--- src/rtl/lion_mem_pkg.sv ---
// Shared types and helpers for the Lion memory-port bridge.
// Holds the FSM state encoding, request legality check and error-cause codes.
package lion_mem_pkg;

    typedef enum logic [1:0] {
        ST_IDLE = 2'd0,
        ST_REQ  = 2'd1,
        ST_WAIT = 2'd2,
        ST_RESP = 2'd3
    } state_t;

    localparam int unsigned TIMEOUT_DEFAULT = 255;

    // Cause codes reserved for a status CSR that will record why mem_err fired.
    localparam logic [1:0] ERR_NONE    = 2'd0;
    localparam logic [1:0] ERR_ALIGN   = 2'd1;
    localparam logic [1:0] ERR_STRB    = 2'd2;
    localparam logic [1:0] ERR_TIMEOUT = 2'd3;

    // A request is legal when word aligned and its strobe pattern is a byte,
    // an aligned halfword or a full word (0 = read).
    function automatic logic strobe_legal(input logic [1:0] addr_lo, input logic [3:0] wstrb);
        logic strb_ok;
        case (wstrb)
            4'h0, 4'h1, 4'h2, 4'h4, 4'h8, 4'hF: strb_ok = 1'b1;
            4'h3, 4'hC:                         strb_ok = ~addr_lo[0];
            default:                            strb_ok = 1'b0;
        endcase
        return strb_ok && (addr_lo == 2'b00);
    endfunction

endpackage

--- src/rtl/lion_mem_bridge_if.sv ---
// Signal bundle between the Lion core memory port, the bridge and the SoC bus.
// slave = bridge view, master = core + fabric view.
interface lion_mem_bridge_if;

    // Handshakes: mem_valid is held with all mem_* fields until the one-cycle
    // mem_ready pulse; bus_req is held with all bus_* fields until bus_gnt;
    // bus_rvalid qualifies bus_rdata and is only meaningful after a grant.
    logic        mem_valid;
    logic        mem_instr;
    logic [31:0] mem_addr;
    logic [31:0] mem_wdata;
    logic [3:0]  mem_wstrb;
    logic        mem_ready;
    logic [31:0] mem_rdata;
    logic        mem_err;

    logic        bus_req;
    logic        bus_we;
    logic        bus_instr;
    logic [31:0] bus_addr;
    logic [31:0] bus_wdata;
    logic [3:0]  bus_be;
    logic        bus_gnt;
    logic        bus_rvalid;
    logic [31:0] bus_rdata;

    modport slave (
        input  mem_valid, mem_instr, mem_addr, mem_wdata, mem_wstrb,
        output mem_ready, mem_rdata, mem_err,
        output bus_req, bus_we, bus_instr, bus_addr, bus_wdata, bus_be,
        input  bus_gnt, bus_rvalid, bus_rdata
    );

    modport master (
        output mem_valid, mem_instr, mem_addr, mem_wdata, mem_wstrb,
        input  mem_ready, mem_rdata, mem_err,
        input  bus_req, bus_we, bus_instr, bus_addr, bus_wdata, bus_be,
        output bus_gnt, bus_rvalid, bus_rdata
    );

endinterface

--- src/rtl/lion_mem_watchdog.sv ---
// Access watchdog: counts cycles while enabled and flags expiry so the bridge
// can terminate a request whose response never arrives.
module lion_mem_watchdog #(
    parameter int unsigned TIMEOUT = 255
) (
    input  logic clock,
    input  logic reset,
    input  logic clear,
    input  logic enable,
    output logic expire
);

    // The count lags the bridge's cycle number by one, so expiring at
    // TIMEOUT-1 lands the error response exactly TIMEOUT cycles after entry.
    localparam logic [15:0] LIMIT = 16'(TIMEOUT - 1);

    logic [15:0] count;

    always_ff @(posedge clock) begin
        if (!reset) begin
            count <= '0;
        end else if (clear) begin
            count <= '0;
        end else if (enable) begin
            count <= count + 16'd1;
        end
    end

    assign expire = enable && (count >= LIMIT);

endmodule

--- src/rtl/lion_mem_bridge.sv ---
// Converts the Lion core's held-valid memory request into a request/grant,
// split-response bus transaction with legality checks and a timeout.
module lion_mem_bridge
    import lion_mem_pkg::*;
#(
    parameter int unsigned TIMEOUT = TIMEOUT_DEFAULT
) (
    input  logic             clock,
    input  logic             reset,
    lion_mem_bridge_if.slave mif,
    output state_t           dbg_state
);

    state_t      state, state_next;

    logic        mem_ready_q, mem_ready_d;
    logic        mem_err_q,   mem_err_d;
    logic [31:0] mem_rdata_q, mem_rdata_d;
    logic        bus_req_q,   bus_req_d;
    logic        bus_we_q,    bus_we_d;
    logic        bus_instr_q, bus_instr_d;
    logic [31:0] bus_addr_q,  bus_addr_d;
    logic [31:0] bus_wdata_q, bus_wdata_d;
    logic [3:0]  bus_be_q,    bus_be_d;

    logic        wd_clear;
    logic        wd_enable;
    logic        wd_expire;
    logic        req_legal;

    assign req_legal = strobe_legal(mif.mem_addr[1:0], mif.mem_wstrb);

    lion_mem_watchdog #(
        .TIMEOUT (TIMEOUT)
    ) u_watchdog (
        .clock  (clock),
        .reset  (reset),
        .clear  (wd_clear),
        .enable (wd_enable),
        .expire (wd_expire)
    );

    // Completion outputs default to zero every cycle so mem_rdata/mem_err can
    // only be non-zero during the single RESP cycle.
    always_comb begin
        state_next  = state;
        wd_clear    = 1'b0;
        wd_enable   = 1'b0;
        mem_ready_d = 1'b0;
        mem_err_d   = 1'b0;
        mem_rdata_d = '0;
        bus_req_d   = bus_req_q;
        bus_we_d    = bus_we_q;
        bus_instr_d = bus_instr_q;
        bus_addr_d  = bus_addr_q;
        bus_wdata_d = bus_wdata_q;
        bus_be_d    = bus_be_q;

        case (state)
            ST_IDLE: begin
                if (mif.mem_valid) begin
                    if (!req_legal) begin
                        state_next  = ST_RESP;
                        mem_ready_d = 1'b1;
                        mem_err_d   = 1'b1;
                    end else begin
                        state_next  = ST_REQ;
                        wd_clear    = 1'b1;
                        bus_req_d   = 1'b1;
                        bus_we_d    = |mif.mem_wstrb;
                        bus_instr_d = mif.mem_instr;
                        bus_addr_d  = {mif.mem_addr[31:2], 2'b00};
                        bus_wdata_d = mif.mem_wdata;
                        bus_be_d    = (|mif.mem_wstrb) ? mif.mem_wstrb : 4'hF;
                    end
                end
            end

            ST_REQ: begin
                wd_enable = 1'b1;
                // A response arriving alongside the grant is a protocol
                // violation; it is ignored simply by not looking at it here.
                if (mif.bus_gnt) begin
                    state_next = ST_WAIT;
                    bus_req_d  = 1'b0;
                end else if (wd_expire) begin
                    state_next  = ST_RESP;
                    bus_req_d   = 1'b0;
                    mem_ready_d = 1'b1;
                    mem_err_d   = 1'b1;
                end
            end

            ST_WAIT: begin
                wd_enable = 1'b1;
                if (mif.bus_rvalid) begin
                    state_next  = ST_RESP;
                    mem_ready_d = 1'b1;
                    mem_rdata_d = bus_we_q ? 32'h0 : mif.bus_rdata;
                end else if (wd_expire) begin
                    state_next  = ST_RESP;
                    mem_ready_d = 1'b1;
                    mem_err_d   = 1'b1;
                end
            end

            ST_RESP: begin
                state_next = ST_IDLE;
            end

            default: begin
                state_next = ST_IDLE;
            end
        endcase
    end

    always_ff @(posedge clock) begin
        if (!reset) begin
            state       <= ST_IDLE;
            mem_ready_q <= 1'b0;
            mem_err_q   <= 1'b0;
            mem_rdata_q <= '0;
            bus_req_q   <= 1'b0;
            bus_we_q    <= 1'b0;
            bus_instr_q <= 1'b0;
            bus_addr_q  <= '0;
            bus_wdata_q <= '0;
            bus_be_q    <= '0;
        end else begin
            state       <= state_next;
            mem_ready_q <= mem_ready_d;
            mem_err_q   <= mem_err_d;
            mem_rdata_q <= mem_rdata_d;
            bus_req_q   <= bus_req_d;
            bus_we_q    <= bus_we_d;
            bus_instr_q <= bus_instr_d;
            bus_addr_q  <= bus_addr_d;
            bus_wdata_q <= bus_wdata_d;
            bus_be_q    <= bus_be_d;
        end
    end

    assign mif.mem_ready = mem_ready_q;
    assign mif.mem_err   = mem_err_q;
    assign mif.mem_rdata = mem_rdata_q;
    assign mif.bus_req   = bus_req_q;
    assign mif.bus_we    = bus_we_q;
    assign mif.bus_instr = bus_instr_q;
    assign mif.bus_addr  = bus_addr_q;
    assign mif.bus_wdata = bus_wdata_q;
    assign mif.bus_be    = bus_be_q;
    assign dbg_state     = state;

endmodule

--- src/flat_wrapper.sv ---
// flat-port wrapper written by rule: the top's interface ports become plain ports
module lion_mem_bridge_flat import lion_mem_pkg::*;
#(
    parameter int unsigned TIMEOUT = TIMEOUT_DEFAULT
)
  (clock, reset, dbg_state, mif_mem_valid, mif_mem_instr, mif_mem_addr, mif_mem_wdata, mif_mem_wstrb, mif_mem_ready, mif_mem_rdata, mif_mem_err, mif_bus_req, mif_bus_we, mif_bus_instr, mif_bus_addr, mif_bus_wdata, mif_bus_be, mif_bus_gnt, mif_bus_rvalid, mif_bus_rdata);
  lion_mem_bridge_if mif_i ();
  input  logic clock;
  input  logic reset;
  output state_t dbg_state;
  input wire logic [$bits(mif_i.mem_valid)-1:0] mif_mem_valid;
  input wire logic [$bits(mif_i.mem_instr)-1:0] mif_mem_instr;
  input wire logic [$bits(mif_i.mem_addr)-1:0] mif_mem_addr;
  input wire logic [$bits(mif_i.mem_wdata)-1:0] mif_mem_wdata;
  input wire logic [$bits(mif_i.mem_wstrb)-1:0] mif_mem_wstrb;
  output wire logic [$bits(mif_i.mem_ready)-1:0] mif_mem_ready;
  output wire logic [$bits(mif_i.mem_rdata)-1:0] mif_mem_rdata;
  output wire logic [$bits(mif_i.mem_err)-1:0] mif_mem_err;
  output wire logic [$bits(mif_i.bus_req)-1:0] mif_bus_req;
  output wire logic [$bits(mif_i.bus_we)-1:0] mif_bus_we;
  output wire logic [$bits(mif_i.bus_instr)-1:0] mif_bus_instr;
  output wire logic [$bits(mif_i.bus_addr)-1:0] mif_bus_addr;
  output wire logic [$bits(mif_i.bus_wdata)-1:0] mif_bus_wdata;
  output wire logic [$bits(mif_i.bus_be)-1:0] mif_bus_be;
  input wire logic [$bits(mif_i.bus_gnt)-1:0] mif_bus_gnt;
  input wire logic [$bits(mif_i.bus_rvalid)-1:0] mif_bus_rvalid;
  input wire logic [$bits(mif_i.bus_rdata)-1:0] mif_bus_rdata;
  assign mif_i.mem_valid = mif_mem_valid;
  assign mif_i.mem_instr = mif_mem_instr;
  assign mif_i.mem_addr = mif_mem_addr;
  assign mif_i.mem_wdata = mif_mem_wdata;
  assign mif_i.mem_wstrb = mif_mem_wstrb;
  assign mif_mem_ready = mif_i.mem_ready;
  assign mif_mem_rdata = mif_i.mem_rdata;
  assign mif_mem_err = mif_i.mem_err;
  assign mif_bus_req = mif_i.bus_req;
  assign mif_bus_we = mif_i.bus_we;
  assign mif_bus_instr = mif_i.bus_instr;
  assign mif_bus_addr = mif_i.bus_addr;
  assign mif_bus_wdata = mif_i.bus_wdata;
  assign mif_bus_be = mif_i.bus_be;
  assign mif_i.bus_gnt = mif_bus_gnt;
  assign mif_i.bus_rvalid = mif_bus_rvalid;
  assign mif_i.bus_rdata = mif_bus_rdata;
  lion_mem_bridge #(.TIMEOUT(TIMEOUT)) u_core (.clock(clock), .reset(reset), .mif(mif_i), .dbg_state(dbg_state));
endmodule
--- config.mk ---
export PLATFORM = sky130hd
export DESIGN_NAME = lion_mem_bridge_flat
export DESIGN_NICKNAME = d
export VERILOG_FILES = /design/src/rtl/lion_mem_pkg.sv /design/src/rtl/lion_mem_bridge_if.sv /design/src/rtl/lion_mem_watchdog.sv /design/src/rtl/lion_mem_bridge.sv /design/src/flat_wrapper.sv
export SDC_FILE = /design/constraint.sdc
export NUM_CORES = 1
export LEC_CHECK = 0
export ABC_AREA = 1
export CAP_MARGIN = 20
export CORE_AREA = 2 2 105 107
export DETAILED_ROUTE_END_ITERATION = 8
export DIE_AREA = 0 0 107 109
export PLACE_DENSITY_LB_ADDON = 0.2
export SYNTH_ARGS = -nofsm -noshare
export SYNTH_HDL_FRONTEND = slang
export SYNTH_HIERARCHICAL = 1
export SYNTH_SLANG_ARGS = --single-unit
--- constraint.sdc ---
create_clock -name clock -period 5.4 [get_ports clock]
set_input_delay 1.08 -clock clock [delete_from_list [all_inputs] [get_ports clock]]
set_output_delay 1.08 -clock clock [all_outputs]
set_load 0.005 [all_outputs]
* Word level (Yosys, flattened, before mapping)
Index checks and enable logic that the tools add are counted.
Storage, ports and cells: bits in registers 121, bits of input ports 106, output and inout bits 107, logic and storage cells 69
Cells by class: $add $sub $neg 1, $lt $le $gt $ge 1, equal/unequal tests 13, muxes and demuxes 25, bitwise operators 4, reduce and logical (&&, ||, !) cells 14
Operator list (count):
- $add 16x1->16 const B | 1
- $ge 16x8->1 const B | 1
- $mux 1 | 14
- $eq 4x4->1 const B | 3
- $mux 2 | 5
- $eq 4x2->1 const B | 2
- $pmux 2 s4 | 1
- $reduce_or 4->1 | 2
- $pmux 1 s3 | 2
- $reduce_or 2->1 | 3
- $reduce_or 6->1 | 1
- $eq 2x2->1 const B | 2
- $eq 4x1->1 const B | 1
- $eq 4x3->1 const B | 1
- $logic_not 2->1 | 2
- $logic_not 4->1 | 1
- $mux 4 | 1
- $not 1->1 | 4
- $pmux 1 s2 | 2
- $reduce_and 4->1 | 1
- $ne 3x3->1 const B | 1
- $reduce_and 3->1 | 1
- $eq 2x1->1 const B | 1
- $logic_and 1x1->1 | 2
- 3 further kinds | 3

* Depth between registers and ports, before layout
depth in word-level cells 8, mapped depth 13, gate-level depth less buffers 12

* Modules after synthesis
Netlist, hierarchy kept.
By module, submodules not included:
- lion_mem_bridge | times used 1, cells each 473, area each 3733.6 um^2, sequential area each 2102.0 um^2
- lion_mem_watchdog | times used 1, cells each 128, area each 904.6 um^2, sequential area each 320.3 um^2

* Least setup slack after synthesis
No wires, ideal clock.
path kind input to register, from input mif_mem_wstrb[0], to register u_core.u_watchdog.count[2], library setup time 0.070 ns, arrival 2.269 ns, data required time 5.330 ns, setup slack 3.062 ns, stages 10, buffers on the path 2, cell sequence nor2_1 nor2_1 nand2_2 nand3_2 clkinv_2 buf_4 nor2_1 buf_2 o21ai_0 a21oi_1
Between the ends: cells in the longest elaborated chain, start to end 8, elaborated cells on any way between the ends 16, those cells by class eq/ne (7); mux (4); reduce/logical (5)
Ends and longest elaborated chain:
- from (decl) | RTL line flat_wrapper.sv:15 | input wire logic [$bits(mif_i.mem_wstrb)-1:0] mif_mem_wstrb;
- $eq 4x1->1 (tied with other cells) | RTL line lion_mem_pkg.sv:24 | case (wstrb)
- $reduce_or 6->1 / $reduce_or 2->1 (equally long branches) | RTL line lion_mem_pkg.sv:24
- $pmux 1 s2 (*) | RTL line lion_mem_pkg.sv:24
- $logic_and 1x1->1 (*) | RTL line lion_mem_pkg.sv:29 | return strb_ok && (addr_lo == 2'b00);
- $mux 1 (*) | RTL line lion_mem_bridge.sv:62 | if (!req_legal) begin
- $mux 1 (*) | RTL line lion_mem_bridge.sv:61 | if (mif.mem_valid) begin
- $mux 1 (*) | RTL line lion_mem_bridge.sv:59 | case (state)
- net u_core.wd_clear | RTL line lion_mem_bridge.sv:26 | logic wd_clear;
- $reduce_or 2->1 (no line) (*)
- to (signal assigned) | RTL line lion_mem_watchdog.sv:25 | count <= count + 16'd1;
- to (decl) | RTL line lion_mem_watchdog.sv:17 | logic [15:0] count;
Mark *: on every way through the listed nets, which the timed path passes. The rest lies on a longest branch. A chain may end at the register's enable or synchronous reset.

* Worst setup path in the final report
from input mif_mem_wstrb[2], to register u_core.u_watchdog.count[6]
Between the ends: cells in the longest elaborated chain, start to end 8, elaborated cells on any way between the ends 16, those cells by class eq/ne (7); mux (4); reduce/logical (5)
Ends and longest elaborated chain (RTL line):
- $eq 4x1->1 (tied with other cells) | lion_mem_pkg.sv:24
- $reduce_or 6->1 / $reduce_or 2->1 (equally long branches) | lion_mem_pkg.sv:24
- $pmux 1 s2 (*) | lion_mem_pkg.sv:24
- $logic_and 1x1->1 (*) | lion_mem_pkg.sv:29
- $mux 1 (*) | lion_mem_bridge.sv:62
- $mux 1 (*) | lion_mem_bridge.sv:61
- $mux 1 (*) | lion_mem_bridge.sv:59
- $reduce_or 2->1 (no line) (*)
Every way passes the cells marked *; elsewhere a longest branch is shown, timed or not.

==> impl_metrics.toml <==
[pwr]
p_seq_share_pct = 40.0
fin_total_pwr_w = 0.00245
p_clk_share_pct = 42.4
intPower_w = 0.00179
power_density_mw_per_mm2 = 336
pwr-share-comb_pct = 17.6
p_sw_share_pct = 27.1
total_leakage_power_nw = 2.86
irDropWorstVdd_v = 0.000206
switchingPower_w = 0.000664

[drt]
wl_per_cell_microns = 13.0
drt-initial-drc-count = 234
first_pass_iters = 4
antenna_left = 0
vias = 4439
drc_errors = 0
vias_per_cell = 4.63
wl_mm = 12.4

[clock_network]
cts_tree = "yes"
postCtsSetupBuffers = 0
clk_latency_ns = 0.51
cts_buffers = 17
clk_root_buffer_cell = "clkbuf_8"
cts.sinks = 121
h-tree-depth = 4
clockBufferDepth = 2
cts_resized = 0
cts.clk_slew.worst_paths_ns = 0.06
cts_hold_buf = 0

[floorplan]
core_area_sq_mm = 0.0106
initial_core_util_pct = 43.7
die_area_sq_mm = 0.0117
row_count = 38
ios = 213
die_x_microns = 107
fp.dieH_microns = 109

[yosys]
synthTopCellsByArea = "dfxtp_1, nand2_1, a21oi_1"
synth_edf_count = 0
ys.flop_type = "dfxtp_1"
synthTopCellsByCount = "nand2_1, dfxtp_1, a21oi_1"
async_flop_share_pct = 0
synth_cell_types = 33
yosysTopAreaCell = "dfxtp_1"
synthCells = 601
syn_area_sq_mm = 0.00464
ys_ff_latch = 121
yosysMostFrequentCell = "nand2_1"
synth_warnings = 6
ys_seq_area_share_pct = 52.2
synth_top_area_share_pct = 52.2
synth.avg_cell_area_sq_um = 7.72

[setup_path]
start_kind = "input port"
crit_arrival_ns = 3.13
crit_buf_inv = 3
cpMaxStageDelayCell = "nor2_1"
critPathMaxFanout = 14
cpPeakStageDelay_ns = 0.62
cp_common_cell = "nor2_1"
cp.required_ns = 5.86
worstPathCellList = "clkdlybuf4s50_1 -> nor2_1 -> nor2_1 -> nand2_2 -> nand3_2 -> clkinv_2 -> nor2_1 -> inv_1 -> a21oi_1 -> o21a_1"
worst_setup_path_end_kind = "register"
critPathKind = "in -> reg"
critPathTopFamily = "simple AND/OR/NAND/NOR gates"

[grt]
overflow = 0
grt_pass1_vias = 4173
grt_pass1_wl_mm = 19.3
antenna_found_initial = 0
grt_max_degree = 69
grt_usage_pct = 21.2

[timing]
slew_headroom_pct = 31.0
tns_ns = 0
max_freq_mhz = 374
layout_worst_path_cycle_share_pct = 49.6
rsz0062_at_grt = "false"
skew_ns = 0.00520
setup_ws_ns = 2.72
hold_violations = 0
worstMarginPinSlew_ns = 1.03
min_period_ns = 2.68
drv_slew = 0
setup_violations = 0

[place]
dpl.hpwl_mm = 8.88
pre_cts_slack_ns = 2.18
portBuffers = 210
dpl-instance-area_sq_mm = 0.00674
gp_congestion = 0.853

[layout]
syn_to_final_growth_pct = 57.2
drive_gt1_share_pct = 7.21
antenna_cells = 0
nets = 918
utilization_pct = 68.8
final_area_sq_mm = 0.00729

[job]
max-cap-violations = 0

[worst_hold_path]
hold_path.class = "reg -> reg"

[outcome]
outcome = "completed"
## cells in the final DEF, fill, tap and decap left out, drive strengths merged
cell,n
or2,1
o21a,1
nor2,80
nor3,2
and3,1
nand4,2
or3,1
conb,2
o22ai,1
bufinv,1
dfxtp,121
xor2,1
a21oi,80
nand3b,1
o21ai,9
clkdlybuf4s50,210
clkinv,6
buf,3
a31o,1
clkbuf,17
inv,73
nand3,10
o2111ai,1
nand2,182
clkinvlp,3
a22oi,1
ha,7
## stage by stage
stage / std cells / hold slack, ns
after floorplan: 602 / 0.446
after global placement: 926 / 0.451
after detailed placement: 926 / 0.455
after CTS: 958 / 0.464
after global routing: 958 / 0.480
final: 958 / 0.461
## worst paths after layout
| kind | startpoint | slack [ns] | to | depth (start not counted) |
|---|---|---|---|---|
| max | mif_mem_wstrb[2] | 2.72 | u_core/u_watchdog/count[6] | 10 |
| min | u_core/mif.bus_wdata[15] | 0.46 | u_core/mif.bus_wdata[15] | 2 |
| max reg2reg | u_core/dbg_state[1] | 3.08 | u_core/u_watchdog/count[6] | 10 |
| min reg2reg | u_core/mif.bus_wdata[15] | 0.46 | u_core/mif.bus_wdata[15] | 2 |
## worst register-to-register path, stage by stage, from the launching register on
cell	delay [ns]
dfxtp_1	0.43
inv_1	0.11
ha_1	0.24
nand2_1	0.10
inv_1	0.10
nand3_2	0.10
clkinv_2	0.05
nor2_1	0.62
inv_1	0.18
a21oi_1	0.18
o21a_1	0.14
## logic make-up (layout without fill, tap and decap cells)
logic type | after synthesis | after routing | synth area share (%)
AO/OA/AOI/OAI | 94 | 94 | 10.4
XOR/XNOR | 1 | 1 | 0.189
adder cells (fa/ha/maj) | 7 | 7 | 1.89
buffers and inverters | 97 | 313 | 9.90
flip-flops | 121 | 121 | 52.2
other | 1 | 2 | 0.0809
AND/OR/NAND/NOR | 280 | 280 | 25.3
## power by group through the flow
stage / combinational [W] / clock, W / sequential [W]
after CTS: 0.000434 / 0.00106 / 0.000982
after floorplan: 0.000230 / 0 / 0.00100
after global placement: 0.000417 / 0 / 0.000999
after global routing: 0.000477 / 0.00111 / 0.000987
after detailed placement: 0.000429 / 0 / 0.00100
final: 0.000431 / 0.00104 / 0.000982
## cell type report
class                   count  area [sq um]
fillers                   869          3310
flip-flops and latches    121          2420
repair buffers            213          2120
multi-input cells         384          1760
clock buffers              17           414
inverters                  68           256
well taps                 140           175
clock inverters            15           140
## flip-flops by register name, summed over array words and instances, names as in the netlist
| signal | cells |
|---|---|
| u_core/dbg_state | 2 |
| u_core/mif.bus_addr | 30 |
| u_core/mif.bus_be | 4 |
| u_core/mif.bus_instr | 1 |
| u_core/mif.bus_req | 1 |
| u_core/mif.bus_wdata | 32 |
| u_core/mif.bus_we | 1 |
| u_core/mif.mem_err | 1 |
| u_core/mif.mem_rdata | 32 |
| u_core/mif.mem_ready | 1 |
| u_core/u_watchdog/count | 16 |
## layer usage
layer / GRT usage (%) / part of all wire (%)
met5: 0 / 0
met4: 10.2 / 2.1
met1: 23.2 / 39
met3: 9.74 / 10
met2: 34.9 / 48
Power figures use the tool's default switching activity.
==> variant, RTL diff (same flow settings) <==
Put one more register stage on the output `dbg_state`, without a reset. The value now appears one clock later. The other outputs are not delayed to match.
--- a/src/rtl/lion_mem_bridge.sv
+++ b/src/rtl/lion_mem_bridge.sv
@@ -151,3 +151,5 @@
     assign mif.bus_be    = bus_be_q;
-    assign dbg_state     = state;
+    always_ff @(posedge clock) begin
+        dbg_state <= state;
+    end
 
Function: changed (a bounded check fails within 4 cycles, from zero or initial values and one cycle with reset low).
==> variant against the unedited design <==
Total power rose by 5.5%; global-route usage rose by 0.42 points; setup slack got worse by 0.034 ns; hold slack got worse by 0.041 ns; largest cell class unchanged; area after synthesis rose by 0.86%; cell area rose by 1.6%; sequential cell count rose by 2; routed wire length rose by 1.0%; sequential share of layout area barely moved.
==> variant: results (changes against the unedited design) <==
| Metric | Value |
|---|---|
| Mux cell area share after synthesis | `0% (unchanged)` |
| Largest stage delay, worst path | `0.67 ns (was 0.62 ns)` |
| Reg-to-reg startpoint | `u_core/state[0] (was u_core/dbg_state[1])` |
| Crit-path leading delay family | `simple AND/OR/NAND/NOR gates (unchanged)` |
| Vias in the first global route | `4,314 (was 4,173)` |
| Synth Area in XOR/XNOR | `0.187% (was 0.189%)` |
| Synth Instances | `603 (was 601)` |
| Worst hold stages | `0 (was 2)` |
| HP Start | `u_core/state[0] (was u_core/mif.bus_wdata[15])` |
| CTS clk-pin slew, worst paths | `0.06 ns (about the same)` |
| Routability Congestion | `0.860 (was 0.853)` |
| Max IR drop VDD | `0.243 mV (was 0.206 mV)` |
| First drt pass iteration count | `4 (unchanged)` |
| Status | `completed (unchanged)` |
| Final nets | `921 (was 918)` |
| Routed length per instance | `13.1 um (was 13.0 um)` |
| Share of cells above drive strength 1 | `7.31% (was 7.21%)` |
| Async SR Flop Fraction | `0% (unchanged)` |
| Largest net degree at the start of global routing | `69 (unchanged)` |
| Hold Buf Count CTS | `0 (unchanged)` |
| Fin Hold WS | `0.420 ns (was 0.461 ns)` |
| Fillers | `828 (was 869)` |
| First-pass GRT wire length | `19,800 um (was 19,300 um)` |
| CTS-repair resized insts | `0 (unchanged)` |
| PortBufs | `210 (unchanged)` |
| Register area share after synthesis | `52.6% (was 52.2%)` |
| H-tree levels | `4 (unchanged)` |
| R2R setup slack | `3.05 ns (was 3.08 ns)` |
| CP arrival | `3.16 ns (was 3.13 ns)` |
| # Post-CTS Setup Buffers | `0 (unchanged)` |
| Compound-Gate Fraction of Synth Area | `10.4% (about the same)` |
| Post-DP HPWL | `8920 um (was 8880 um)` |
| Worst-Margin Slew | `0.872 ns (was 1.03 ns)` |
| Antenna cell count | `0 (unchanged)` |
| GRT Total Usage | `21.6% (was 21.2%)` |
| Crit. Startpoint | `mif_mem_wstrb[0] (was mif_mem_wstrb[2])` |
| Worst Path Max Fanout | `14 (unchanged)` |
| Routed WL | `12,600 um (was 12,400 um)` |
| Initial DRC count | `233 (was 234)` |
| Post-synth top cells | `nand2_1 (174), dfxtp_1 (123), a21oi_1 (80), nor2_1 (70), inv_1 (65) (was nand2_1 (174), dfxtp_1 (121), a21oi_1 (80), nor2_1 (70), inv_1 (65))` |
| Clock Skews | `0.00592 ns (was 0.00520 ns)` |
| Dominant cells by area after synthesis | `dfxtp_1 (53%), nand2_1 (14%), a21oi_1 (8.6%) (was dfxtp_1 (52%), nand2_1 (14%), a21oi_1 (8.6%))` |
| Vias | `4,458 (was 4,439)` |
| Hold Crit Class | `reg2reg (unchanged)` |
| Post-Place Cells | `928 (was 926)` |
| Initial antenna violation count | `0 (unchanged)` |
| Post-synthesis cell type count | `33 (unchanged)` |
| P_leak | `2.91 nW (was 2.86 nW)` |
| Worst R2R Path Depth | `10 (unchanged)` |
| Post-Synth Adder-Cell Area | `1.87% (was 1.89%)` |
| Worst Hold Path EP | `u_core/dbg_state[0] (was u_core/mif.bus_wdata[15])` |
## variant: area by class of cell
cell class / instances / area, um^2 / area share [%]
tap: 140 / 175 / 2.36
sequential: 123 / 2460 / 33.2
inverter: 68 / 256 / 3.46
multi-input combinational: 384 / 1760 / 23.7
timing repair buffer: 214 / 2150 / 29.0
clock inverter: 13 / 165 / 2.23
clock buffer: 19 / 442 / 5.96
## variant: metrics by stage
step           area (um^2)  setup slack (ns)
2_1_floorplan         4680              3.06
3_3_place_gp          6780              2.28
3_5_place_dp          6780              2.21
4_1_cts               7390              2.74
5_1_grt               7410              2.43
6_report              7410              2.69
## variant: power breakdown
part           internal (mW)  switching [mW]
Combinational          0.228           0.211
Clock                  0.730           0.413
Sequential             0.970          0.0357
## variant: routing by layer
layer  global-route usage [%]  up-vias  part of all wire [%]
met4                     8.63        0                   1.7
met3                     9.15       18                   8.6
met1                     23.7     1992                    41
li1                         -     2272                     -
met2                     37.0      176                    49
met5                        0        -                     0
